### src/rtl/tick_seq_pkg.sv
// tick_sequencer shared types and default sizing.
// Build option: TICK_SEQUENCER_WATCHDOG_EN enables the RUN watchdog.
package tick_seq_pkg;

  typedef enum logic [1:0] {
    S_IDLE  = 2'd0,
    S_RUN   = 2'd1,
    S_FAULT = 2'd2
  } state_t;

  localparam int PHASES_DEF  = 4;
  localparam int TIMEOUT_DEF = 8000;
  localparam int WBITS_DEF   = 13;

endpackage

### src/rtl/tick_sequencer_watchdog.sv
// Counts RUN cycles since the last tick and flags expiry at TIMEOUT.
// Only instantiated when TICK_SEQUENCER_WATCHDOG_EN is defined.
module tick_watchdog
  import tick_seq_pkg::*;
#(
  parameter int TIMEOUT = TIMEOUT_DEF,
  parameter int WBITS   = WBITS_DEF
) (
  input  logic clk,
  input  logic rst_n,
  input  logic clear,
  input  logic run,
  output logic expire
);

  localparam logic [WBITS-1:0] LIM = WBITS'(TIMEOUT);

  logic [WBITS-1:0] r_cnt;

  // Saturates at LIM so expire stays up until the FSM leaves RUN.
  always_ff @(posedge clk or negedge rst_n) begin
    if (!rst_n) begin
      r_cnt <= '0;
    end else if (!run || clear) begin
      r_cnt <= '0;
    end else if (r_cnt != LIM) begin
      r_cnt <= r_cnt + WBITS'(1);
    end
  end

  assign expire = (r_cnt == LIM);

endmodule

### src/rtl/tick_sequencer.sv
// Tick-driven phase sequencer: IDLE / RUN / FAULT.
// Define TICK_SEQUENCER_WATCHDOG_EN to add the tick-timeout watchdog.
module tick_sequencer
  import tick_seq_pkg::*;
#(
  parameter int PHASES  = PHASES_DEF,
  parameter int TIMEOUT = TIMEOUT_DEF,
  parameter int WBITS   = WBITS_DEF
) (
  input  logic                        clk,
  input  logic                        rst,
  input  logic                        en,
  input  logic                        tick,
  output logic [$clog2(PHASES)-1:0]   phase,
  output logic                        done,
  output logic                        busy,
  output logic                        fault
);

  localparam int PW = $clog2(PHASES);
  localparam logic [PW-1:0] LAST = PW'(PHASES - 1);

  if (PHASES < 2 || PHASES > 16 ||
      TIMEOUT >= (1 << WBITS)) begin : g_bad_cfg
    $error("tick_sequencer: bad parameters");
  end

  state_t          r_state;
  state_t          w_state_nx;
  logic [PW-1:0]   r_phase;
  logic [PW-1:0]   w_phase_nx;
  logic            r_done;
  logic            w_done_nx;
  logic            r_busy;
  logic            r_fault;
  logic            r_tick_q;
  logic            w_expire;
  logic            w_in_run;

  assign w_in_run = (r_state == S_RUN);

`ifdef TICK_SEQUENCER_WATCHDOG_EN
  tick_watchdog #(
    .TIMEOUT (TIMEOUT),
    .WBITS   (WBITS)
  ) u_wdog (
    .clk     (clk),
    .rst_n   (rst),
    .clear   (tick),
    .run     (w_in_run),
    .expire  (w_expire)
  );
`else
  assign w_expire = 1'b0;
`endif

  always_comb begin
    w_state_nx = r_state;
    w_phase_nx = r_phase;
    w_done_nx  = 1'b0;
    unique case (r_state)
      S_IDLE: begin
        w_phase_nx = '0;
        if (en && tick) w_state_nx = S_RUN;
      end
      S_RUN: begin
        // en drop beats a back-to-back tick, which beats a timeout.
        if (!en) begin
          w_state_nx = S_IDLE;
          w_phase_nx = '0;
        end else if (tick && r_tick_q) begin
          w_state_nx = S_FAULT;
        end else if (w_expire) begin
          w_state_nx = S_FAULT;
        end else if (tick) begin
          if (r_phase == LAST) begin
            w_phase_nx = '0;
            w_done_nx  = 1'b1;
          end else begin
            w_phase_nx = r_phase + PW'(1);
          end
        end
      end
      S_FAULT: begin
        if (!en) begin
          w_state_nx = S_IDLE;
          w_phase_nx = '0;
        end
      end
      default: begin
        w_state_nx = S_IDLE;
        w_phase_nx = '0;
      end
    endcase
  end

  always_ff @(posedge clk or negedge rst) begin
    if (!rst) begin
      r_state  <= S_IDLE;
      r_phase  <= '0;
      r_done   <= 1'b0;
      r_busy   <= 1'b0;
      r_fault  <= 1'b0;
      r_tick_q <= 1'b0;
    end else begin
      r_state  <= w_state_nx;
      r_phase  <= w_phase_nx;
      r_done   <= w_done_nx;
      r_busy   <= (w_state_nx == S_RUN);
      r_fault  <= (w_state_nx == S_FAULT);
      r_tick_q <= tick;
    end
  end

  assign phase = r_phase;
  assign done  = r_done;
  assign busy  = r_busy;
  assign fault = r_fault;

`ifdef FORMAL
  a_live: assert property (
    @(posedge clk) disable iff (!rst || !en)
    s_eventually done
  );
`endif

endmodule

### config.mk
export PLATFORM = sky130hd
export DESIGN_NAME = tick_sequencer
export DESIGN_NICKNAME = d
export VERILOG_FILES = /design/src/rtl/tick_seq_pkg.sv /design/src/rtl/tick_sequencer_watchdog.sv /design/src/rtl/tick_sequencer.sv
export SDC_FILE = /design/constraint.sdc
export NUM_CORES = 1
export LEC_CHECK = 0
export BUFFER_PORTS_ARGS = -buffer_cell sky130_fd_sc_hd__buf_4
export CAP_MARGIN = 10
export CORE_AREA = 2 2 39 41
export CTS_CLUSTER_DIAMETER = 80
export DETAILED_ROUTE_END_ITERATION = 8
export DIE_AREA = 0 0 41 43
export GPL_TIMING_DRIVEN = 0
export SLEW_MARGIN = 20
export SYNTH_ARGS = -nofsm -noshare
export SYNTH_HDL_FRONTEND = slang
export SYNTH_SLANG_ARGS = --single-unit
### constraint.sdc
create_clock -name clk -period 1.66 [get_ports clk]
set_input_delay 0.083 -clock clk [delete_from_list [all_inputs] [get_ports clk]]
set_output_delay 0.083 -clock clk [all_outputs]
set_load 0.02 [all_outputs]
======== After elaboration in Yosys (flattened, before gate mapping) ========
Cells that the tools add are included.
cells by class
  reductions and logical operators ........ 4
  shift operators ......................... 0
  eq/ne operators ......................... 8
  $lt $le $gt $ge ......................... 0
  multiply operators ...................... 0
  $add $sub $neg .......................... 1
  divide/modulo/power cells ............... 0
  muxes and demuxes ....................... 16
  bitwise gates (word level) .............. 0
operators with widths
  cell                   count
  $mux W2                9
  $eq A2 B2 Y1 const B   3
  $ne A3 B3 Y1 const B   2
  $pmux W2 S3            1
  $mux W1                5
  $eq A2 B1 Y1 const B   2
  $pmux W2 S2            1
  $reduce_and A3 Y1      1
  $add A2 B1 Y2 const B  1
  $logic_and A1 B1 Y1    2
  $logic_not A2 Y1       1
  $ne A2 B2 Y1 const B   1
word-level totals
  memories ................................ 0
  bits in latches ......................... 0
  memory bits (read-only) ................. 0
  bits of input ports ..................... 4
  RAM bits ................................ 0
  logic and storage cells ................. 35
  bits in registers ....................... 8
  output and inout bits ................... 5

======== Longest topological paths before layout ========
Gate-level depths: netlist of the first run.
  depth in word-level cells ............... 6
  gate-level depth with buffers ........... 3
  depth with buffers taken out ............ 3

======== Worst setup path before layout of the first run ========
No wires, ideal clock.
  kind .................................... register -> register
  start ................................... register r_phase[0] (netlist: phase[0])
  end ..................................... register r_phase[1] (netlist: phase[1])
  path slack .............................. 0.557 ns
  data arrival time ....................... 0.977 ns
  required time ........................... 1.534 ns
  clock period less this slack ............ 1.103 ns
  library setup time ...................... 0.126 ns
  cell stages (with the launch flop) ...... 4
  path buffers ............................ 0
  cell sequence ........................... dfrtp_1 -> ha_1 -> mux2i_1 -> o22ai_1
on the way
  cells in the longest elaborated chain, start to end .. 6
  elaborated cells on any way between the ends .. 7
  those cells by class .................... 1 x add/sub; 1 x eq/ne; 5 x mux
ends and longest elaborated chain
  what                                           line                                        text
  start, declared                                tick_sequencer.sv:30                        logic [PW-1:0] r_phase;
  start signal, assigned                         tick_sequencer.sv:107                       r_phase <= w_phase_nx;
  $add A2 B1 Y2 or $eq A2 B2 Y1 (tied branches)  tick_sequencer.sv:80, tick_sequencer.sv:76
  $mux W2 *                                      tick_sequencer.sv:76                        if (r_phase == LAST) begin
  $mux W2 *                                      tick_sequencer.sv:75                        end else if (tick) begin
  $mux W2 *                                      tick_sequencer.sv:71                        end else if (tick && r_tick_q) begin
  $mux W2 *                                      tick_sequencer.sv:68                        if (!en) begin
  $pmux W2 S2 *                                  tick_sequencer.sv:61                        unique case (r_state)
Every way passes the cells marked *; elsewhere a longest branch is shown, timed or not. The select of a mux whose other input is x is not followed.
A chain may end at the register's enable or synchronous reset.

======== Worst setup path in the final report of the first run ========
Ends and elaborated chain as after synthesis.

==> impl_metrics.tcl, run 1 <==
set metrics [dict create \
    status "finished, final reports clean" \
    yosys.area_share.simple_pct 19.8 \
    synth_xor_area_share_pct 2.56 \
    avgRoutedWirePerCell_um 10.5 \
    final_cell_mix "dfrtp_1 (8), buf_4 (8), clkbuf_4 (3)" \
    synth.avg_cell_area_um2 12.7 \
    period_share_pct 64.2 \
    cp-start-kind "flip-flop" \
    grt_overflow 0 \
    postPlaceCellArea_um2 422 \
    grt_util_all_layers_pct 9.11 \
    routed_wirelength_um 587 \
    grt_pass1_vias 238 \
    grt_max_degree 9 \
    ys_ff_latch 8 \
    synthArstFlopShare_pct 100 \
    slowest_delay_ns 0.42 \
    fin_nets 47 \
    ys_types 15 \
    grt_pass1_wl_um 993 \
    synthMuxAreaShare_pct 5.86 \
    synth_top_flop_cell "dfrtp_1" \
    dr.pass1.iters 2 \
    critPathSlowestCell "dfrtp_1" \
    num_antenna_cells 0 \
    powerDensity_nw_per_um2 867 \
    h-tree-depth 1 \
    route.antenna.remaining_nets 0 \
    ys_warn_count 0 \
    clockBufferDepth 2 \
    maxSlewHeadroom_pct 86.4 \
    cts_made_buffers 3 \
    drv_cap 0 \
    post_cts_buffers 0 \
    critPathBufInv 0 \
    drive_gt1_share_pct 32.5 \
    rows 14 \
    initial_core_util_pct 24.7 \
    drc 0 \
    io_pins 9 \
    synth_area_um2 342 \
    placed_cells 51 \
    path_class "flip-flop to flip-flop" \
    grt_antenna_before_repair 0 \
    core_area_um2 1380 \
    irDropWorstVdd_mv 0.398 \
    finalMaxSlewViolations 0 \
    clock-root-buffer "clkbuf_4" \
    cts_resized 0 \
    synth_top_family_by_area "simple AND/OR/NAND/NOR gates" \
    postCtsHoldBufs 2 \
    fin_cells 56 \
    port_buffers 8 \
    syn_nets 32 \
    worst-slew-pin-transition_ns 0.204 \
    required_ns 1.80 \
    synth-seq-area-share_pct 58.6 \
    critPathTopFamily "flip-flops" \
    fp.dieH_um 43 \
    finalSetupTns_ns 0 \
    crit_arrival_ns 1.20 \
    viasPerCell 4.41 \
    hold_viol 0 \
    finalInstanceArea_um2 464 \
    clk_pin_slew_ns 0.05 \
    dp_hpwl_um 417 \
    power_mw 0.402 \
    clock_sinks 8 \
    synth_area_leader_cell "dfrtp_1" \
    vias 247 \
    drt_iter0_markers 3 \
    path_cells "ha_1 -> mux2i_1 -> o22ai_1" \
    synth_fa_ha_area_share_pct 3.66 \
    finClkSkew_ns 0.00168 \
    synth-compound-area-share_pct 9.52 \
    setup_violations 0 \
    synthTopCellsByArea "dfrtp_1 (59%), mux2i_1 (5.9%), o211a_1 (5.9%)" \
    cts_tree "built" \
    post-route-min-period_ns 1.07 \
    p_leak_nw 0.237 \
    synth_edf_count 0 \
    rsz0062_at_grt "no" \
    die_w_um 41 \
    dieArea_um2 1760 \
    synth_top_area_share_pct 58.6 \
    setup.worst_path.end_class "flip-flop" \
    syn_to_final_growth_pct 35.9 \
    holdCritPathClass "input port to flip-flop" \
    maxClockFrequency_mhz 938 \
    path_max_fanout 4 \
    synth_cells 27 \
    gp_congestion 0.645 \
    clk_latency_ns 0.25 \
]
## metrics by stage
| step | util (%) | worst slack, ns | hold WS [ns] |
|---|---|---|---|
| 3_3_place_gp | 30.5 | 0.583 | -0.0942 |
| 6_report | 33.5 | 0.594 | 0.0693 |
| 5_1_grt | 33.5 | 0.504 | 0.0684 |
| 3_5_place_dp | 30.5 | 0.586 | -0.0932 |
| 2_1_floorplan | - | 0.557 | -0.213 |
| 4_1_cts | 33.5 | 0.585 | 0.0664 |
## final cells by class
class                   instances  area [um^2]
multi-input cells              19          141
clock buffers                   3         22.5
repair buffers                 10         80.1
well taps                      16         20.0
flip-flops and latches          8          200
fillers                       145          920
## cell usage after synthesis (2+ instances only)
cell / n
o211a_1: 2
and2_1: 2
mux2i_1: 2
dfrtp_1: 8
nand2_1: 2
o22ai_1: 2
## sequential cells by signal, indices dropped and copies added, names as in the netlist
register	count
phase	2
r_state	2
busy	1
done	1
fault	1
r_tick_q	1
## final timing paths
check                           cells after the start        to      from  slack [ns]
max in group asynchronous                           2  r_tick_q       rst        1.35
worst min register to register                      2      done  r_tick_q        0.59
worst max-delay path                                3  phase[1]  phase[0]        0.59
worst max register to register                      3  phase[1]  phase[0]        0.59
worst min-delay path                                2     fault        en        0.07
min in group asynchronous                           2     fault       rst        0.18
## metal layers
layer  share of wire, %  vias to the layer above  GRT usage (%)
li1                   -                      124              -
met4                  0                        0           2.00
met3                 12                        0           9.42
met5                  0                        -              0
met1                 42                      111           9.90
met2                 46                       12           12.2
## power by group
group / total, mW / leakage [nW] / internal (mW) / switching (mW)
combinational: 0.0442 / 0.117 / 0.0229 / 0.0212
sequential: 0.210 / 0.106 / 0.203 / 0.00718
clock: 0.148 / 0.0138 / 0.0827 / 0.0652
## cell families (layout without fill, tap and decap cells)
kind of cell               Yosys count  after routing
and+or+nand+nor                     11             11
DFF                                  8              8
AOI/OAI and AO/OA                    4              4
muxes                                2              2
adders and majority gates            1              1
xor gates and xnor gates             1              1
buffers and inverters                0             13
Power figures use the tool's default switching activity.
==> inputs of run 2 (changes only) <==
==> constraint.sdc (replaced) <==
create_clock -name clk -period 0.9 [get_ports clk]
set_input_delay 0.045 -clock clk [delete_from_list [all_inputs] [get_ports clk]]
set_output_delay 0.045 -clock clk [all_outputs]
set_load 0.02 [all_outputs]
==> impl_metrics.tcl, run 2 (synthesis gave the netlist of run 1 again) <==
set metrics [dict create \
    status "finished, violations left" \
    r2r_slack_ns -0.10 \
    avgRoutedWirePerCell_um 10.5 \
    grt_max_degree 9 \
    path_max_fanout 4 \
    setup_violations 4 \
    cts_tree "built" \
    maxSlewHeadroom_pct 89.8 \
    grt_util_all_layers_pct 9.22 \
    powerDensity_nw_per_um2 1440 \
    irDropWorstVdd_mv 0.819 \
    rows 14 \
    regToRegEndpoint "phase[1]" \
    endpoint "phase[0]" \
    setup.worst_path.end_class "output pin" \
    syn_to_final_growth_pct 60.4 \
    clock-root-buffer "clkbuf_4" \
    crit_arrival_ns 0.96 \
    drv_cap 0 \
    crit_path_start "phase[0]" \
    worst-slew-pin-transition_ns 0.148 \
    r2r_cells 3 \
    required_ns 0.85 \
    drc 0 \
    grt_pass1_wl_um 1040 \
    clk_pin_slew_ns 0.06 \
    io_pins 9 \
    dp_slack_ns -0.148 \
    rsz0062_at_grt "yes" \
    path_class "flip-flop to output pin" \
    post-route-min-period_ns 1.00 \
    gp_congestion 0.645 \
    grt_pass1_vias 241 \
    maxClockFrequency_mhz 998 \
    die_w_um 41 \
    postPlaceCellArea_um2 424 \
    dr.pass1.iters 2 \
    drive_gt1_share_pct 51.1 \
    final_common_cell "buf_4" \
    grt_antenna_before_repair 0 \
    viasPerCell 4.33 \
    clk_latency_ns 0.26 \
    final_cell_mix "buf_4 (11), dfrtp_1 (5), clkbuf_4 (3), buf_6 (3), dfrtp_2 (3)" \
    finalMaxSlewViolations 0 \
    finClkSkew_ns 0.00915 \
    fin_ws_ns -0.102 \
    initial_core_util_pct 24.7 \
    routed_wirelength_um 664 \
    cp-start-kind "flip-flop" \
    fillers 141 \
    fin_nets 53 \
    route.antenna.remaining_nets 0 \
    finalInstanceArea_um2 548 \
    drt_iter0_markers 4 \
    hold_viol 0 \
    cts_made_buffers 3 \
    clock_sinks 8 \
    core_area_um2 1380 \
    r2r_start "phase[0]" \
    holdCritPathClass "input port to flip-flop" \
    dieArea_um2 1760 \
    fp.dieH_um 43 \
    period_share_pct 111 \
    vias 273 \
    num_antenna_cells 0 \
    grt_overflow 0 \
    violations "negative setup slack" \
    p_leak_nw 0.271 \
    port_buffers 8 \
    clockBufferDepth 2 \
    fin_util_pct 39.6 \
    h-tree-depth 1 \
]
run 2: changes by cell type in the layout (fill, tap and decap cells not counted), sizes merged:
cell    delta
buf        +6
clkbuf     +1
run 2: power by group:
| part | leakage (nW) | internal [mW] | switching, mW |
|---|---|---|---|
| sequential | 0.102 | 0.375 | 0.0154 |
| combinational | 0.154 | 0.0572 | 0.0436 |
| clock | 0.0150 | 0.170 | 0.129 |
| total | 0.271 | 0.602 | 0.188 |
run 2: critical path, cell delays in order, from the launching register on:
cell and delay, ns:
dfrtp_2 0.44, buf_4 0.14, buf_6 0.12
run 2: worst min-delay path by stage:
stage | cells after the start | from | slack [ns] | to
after detailed placement | 1 | rst | -0.13 | fault
after floorplan | 0 | rst | -0.25 | busy
final | 2 | en | 0.03 | fault
after CTS | 2 | en | 0.02 | fault
after global placement | 1 | rst | -0.13 | done
after global routing | 2 | en | 0.04 | r_state[1]
run 2: routing by layer:
| layer | track usage, % | vias up | part of all wire [%] |
|---|---|---|---|
| li1 | - | 135 | - |
| met1 | 11.3 | 126 | 41 |
| met2 | 12.2 | 12 | 49 |
| met3 | 7.85 | 0 | 11 |
| met4 | 2.00 | 0 | 0 |
| met5 | 0 | - | 0 |
run 2: per-stage QoR:
stage / instances / hold WS (ns) / power, mW / TNS [ns]
after global placement: 51 / -0.132 / 0.470 / -0.229
after global routing: 63 / 0.0381 / 0.833 / -0.628
after floorplan: 27 / -0.251 / 0.432 / -0.155
final: 63 / 0.0319 / 0.791 / -0.337
after detailed placement: 51 / -0.130 / 0.472 / -0.268
after CTS: 60 / 0.0217 / 0.795 / -0.161
run 2: cell type report:
type,count,area (um^2),area share [%]
clock buffers,4,26.3,4.79
flip-flops and latches,8,204,37.2
multi-input cells,19,161,29.5
repair buffers,16,136,24.9
well taps,16,20.0,3.65
run 2: timing repair:
| action | 4_1_cts | 5_1_grt |
|---|---|---|
| hold buffers | 2 | 0 |
| gates resized for setup | 4 | 3 |
| hold endpoints to repair | 9 | 0 |
| cloned | 0 | 0 |
| buffers inserted | 3 | 3 |
| endpoints found under the setup margin | 5 | 9 |
| pin swaps | 3 | 3 |
==> inputs of run 3 (changes only) <==
--- a/config.mk
+++ b/config.mk
@@ -6,12 +6,13 @@
 export NUM_CORES = 1
 export LEC_CHECK = 0
 export BUFFER_PORTS_ARGS = -buffer_cell sky130_fd_sc_hd__buf_4
-export CAP_MARGIN = 10
+export CAP_MARGIN = 20
 export CORE_AREA = 2 2 39 41
 export CTS_CLUSTER_DIAMETER = 80
 export DETAILED_ROUTE_END_ITERATION = 8
 export DIE_AREA = 0 0 41 43
 export GPL_TIMING_DRIVEN = 0
+export PLACE_DENSITY = 0.44
 export SLEW_MARGIN = 20
 export SYNTH_ARGS = -nofsm -noshare
 export SYNTH_HDL_FRONTEND = slang
==> impl_metrics.tcl, run 3 (synthesis gave the netlist of run 1 again) <==
set metrics [dict create \
    period_share_pct 111 \
    dieArea_um2 1760 \
    holdCritPathClass "input port to flip-flop" \
    num_antenna_cells 0 \
    finalMaxSlewViolations 0 \
    h-tree-depth 1 \
    placed_cells 51 \
    setup_violations 4 \
    avgRoutedWirePerCell_um 11.2 \
    power_mw 0.776 \
    worst-slew-pin-transition_ns 0.149 \
    clock-root-buffer "clkbuf_4" \
    path_cells "ha_4 -> mux2i_1 -> o22ai_1" \
    path_class "flip-flop to flip-flop" \
    slowest_delay_ns 0.42 \
    gr-usage-met2_pct 14.7 \
    clk_latency_ns 0.25 \
    maxClockFrequency_mhz 1000 \
    power.internal_mw 0.597 \
    pwr-share-clk_pct 37.5 \
    critPathSlowestCell "dfrtp_2" \
    grt_pass1_wl_um 1070 \
    final_cell_mix "buf_4 (9), dfrtp_1 (5), clkbuf_4 (3), buf_6 (3), dfrtp_2 (3)" \
    vias 269 \
    setup.worst_path.end_class "flip-flop" \
    grt_antenna_before_repair 0 \
    seq_power_share_pct 50.2 \
    grt_use_met3_pct 4.71 \
    required_ns 1.04 \
    crit_arrival_ns 1.14 \
    post-route-min-period_ns 1.00 \
    final_common_cell "buf_4" \
    cp-start-kind "flip-flop" \
    multi_input_area_um2 161 \
    gp_congestion 0.625 \
    p_leak_nw 0.262 \
    cts_tree "built" \
    die_w_um 41 \
    initial_core_util_pct 24.7 \
    postPlaceCellArea_um2 424 \
    fin_nets 51 \
    fillers 143 \
    fin_cells 61 \
    syn_to_final_growth_pct 56.0 \
    maxSlewHeadroom_pct 89.7 \
    finalInstanceArea_um2 533 \
    fin_ws_ns -0.0995 \
    dp_hpwl_um 449 \
    routed_wirelength_um 685 \
    path_max_fanout 2 \
    clock_sinks 8 \
    io_pins 9 \
    core_area_um2 1380 \
    power_switching_mw 0.179 \
    fp.dieH_um 43 \
    whs_ns 0.0389 \
    dr.pass1.iters 3 \
    clockBufferDepth 2 \
    grt_overflow 0 \
    endpoint "phase[1]" \
    route.antenna.remaining_nets 0 \
    powerDensity_nw_per_um2 1460 \
    crit_path_start "phase[1]" \
    rows 14 \
    drive_gt1_share_pct 48.9 \
    grt_pass1_vias 280 \
    viasPerCell 4.41 \
    finClkSkew_ns 0.00641 \
    use_met1_pct 9.33 \
    status "finished, violations left" \
    combPwrFrac_pct 12.3 \
    port_buffers 8 \
    r2r_slack_ns -0.1 \
    drt_iter0_markers 4 \
    switching_share_pct 23.0 \
    final-seq-area_um2 204 \
    regToRegEndpoint "phase[1]" \
    rsz0062_at_grt "yes" \
    hold_viol 0 \
    drv_cap 0 \
    cts_made_buffers 3 \
    holdCritStartpoint "en" \
    clk_pin_slew_ns 0.06 \
    top_usage_layer "met2" \
    irDropWorstVdd_mv 0.594 \
    r2r_start "phase[1]" \
    drc 0 \
    r2r_cells 3 \
    grt_max_degree 9 \
    violations "negative setup slack" \
    grt_util_all_layers_pct 10.1 \
]
## run 3: per-layer routing
layer	vias to the layer above	part of all wire, %
met3	2	4.1
met5	-	0
met4	0	3.9
li1	133	-
met1	128	40
met2	6	52
## run 3: worst min path at each step
| stage | to | slack, ns | depth (start not counted) |
|---|---|---|---|
| 2_1_floorplan | busy | -0.25 | 0 |
| 3_3_place_gp | r_state[1] | -0.13 | 1 |
| 3_5_place_dp | fault | -0.13 | 1 |
| 4_1_cts | fault | 0.03 | 2 |
| 5_1_grt | r_state[1] | 0.04 | 2 |
| 6_report | fault | 0.04 | 2 |
## run 3: layout make-up
| type | instances | area share, % |
|---|---|---|
| flip-flops and latches | 8 | 38.3 |
| multi-input cells | 19 | 30.3 |
| repair buffers | 14 | 22.8 |
| clock buffers | 4 | 4.93 |
| well taps | 16 | 3.76 |
## run 3: metrics by stage
| step | worst slack, ns | TNS [ns] | utilization (%) |
|---|---|---|---|
| after CTS | -0.119 | -0.347 | 38.0 |
| final | -0.0995 | -0.300 | 38.5 |
| after global placement | -0.125 | -0.199 | 30.7 |
| after floorplan | -0.155 | -0.155 | - |
| after global routing | -0.156 | -0.525 | 38.5 |
| after detailed placement | -0.166 | -0.281 | 30.7 |
## run 3: critical path: cells and delay by family (launching register included)
kind                       cells  cell delay, ns
AOI/OAI and AO/OA              1            0.09
DFF                            1            0.42
muxes                          1            0.14
adders and majority gates      1            0.23
## run 3: power groups by stage
| stage | clock network (mW) | registers, mW | logic [mW] |
|---|---|---|---|
| global placement | 0 | 0.395 | 0.0750 |
| floorplan | 0 | 0.401 | 0.0305 |
| CTS | 0.307 | 0.389 | 0.0939 |
| finish | 0.291 | 0.390 | 0.0955 |
| global route | 0.327 | 0.390 | 0.104 |
| detailed placement | 0 | 0.394 | 0.0767 |
## run 3: repair_timing
action                     in CTS  in global routing
hold buffers                    2                  0
setup endpoints to repair       7                  7
setup buffers                   3                  1
pin swaps                       2                  2
resized for setup               7                  0
hold endpoints to repair        9                  0
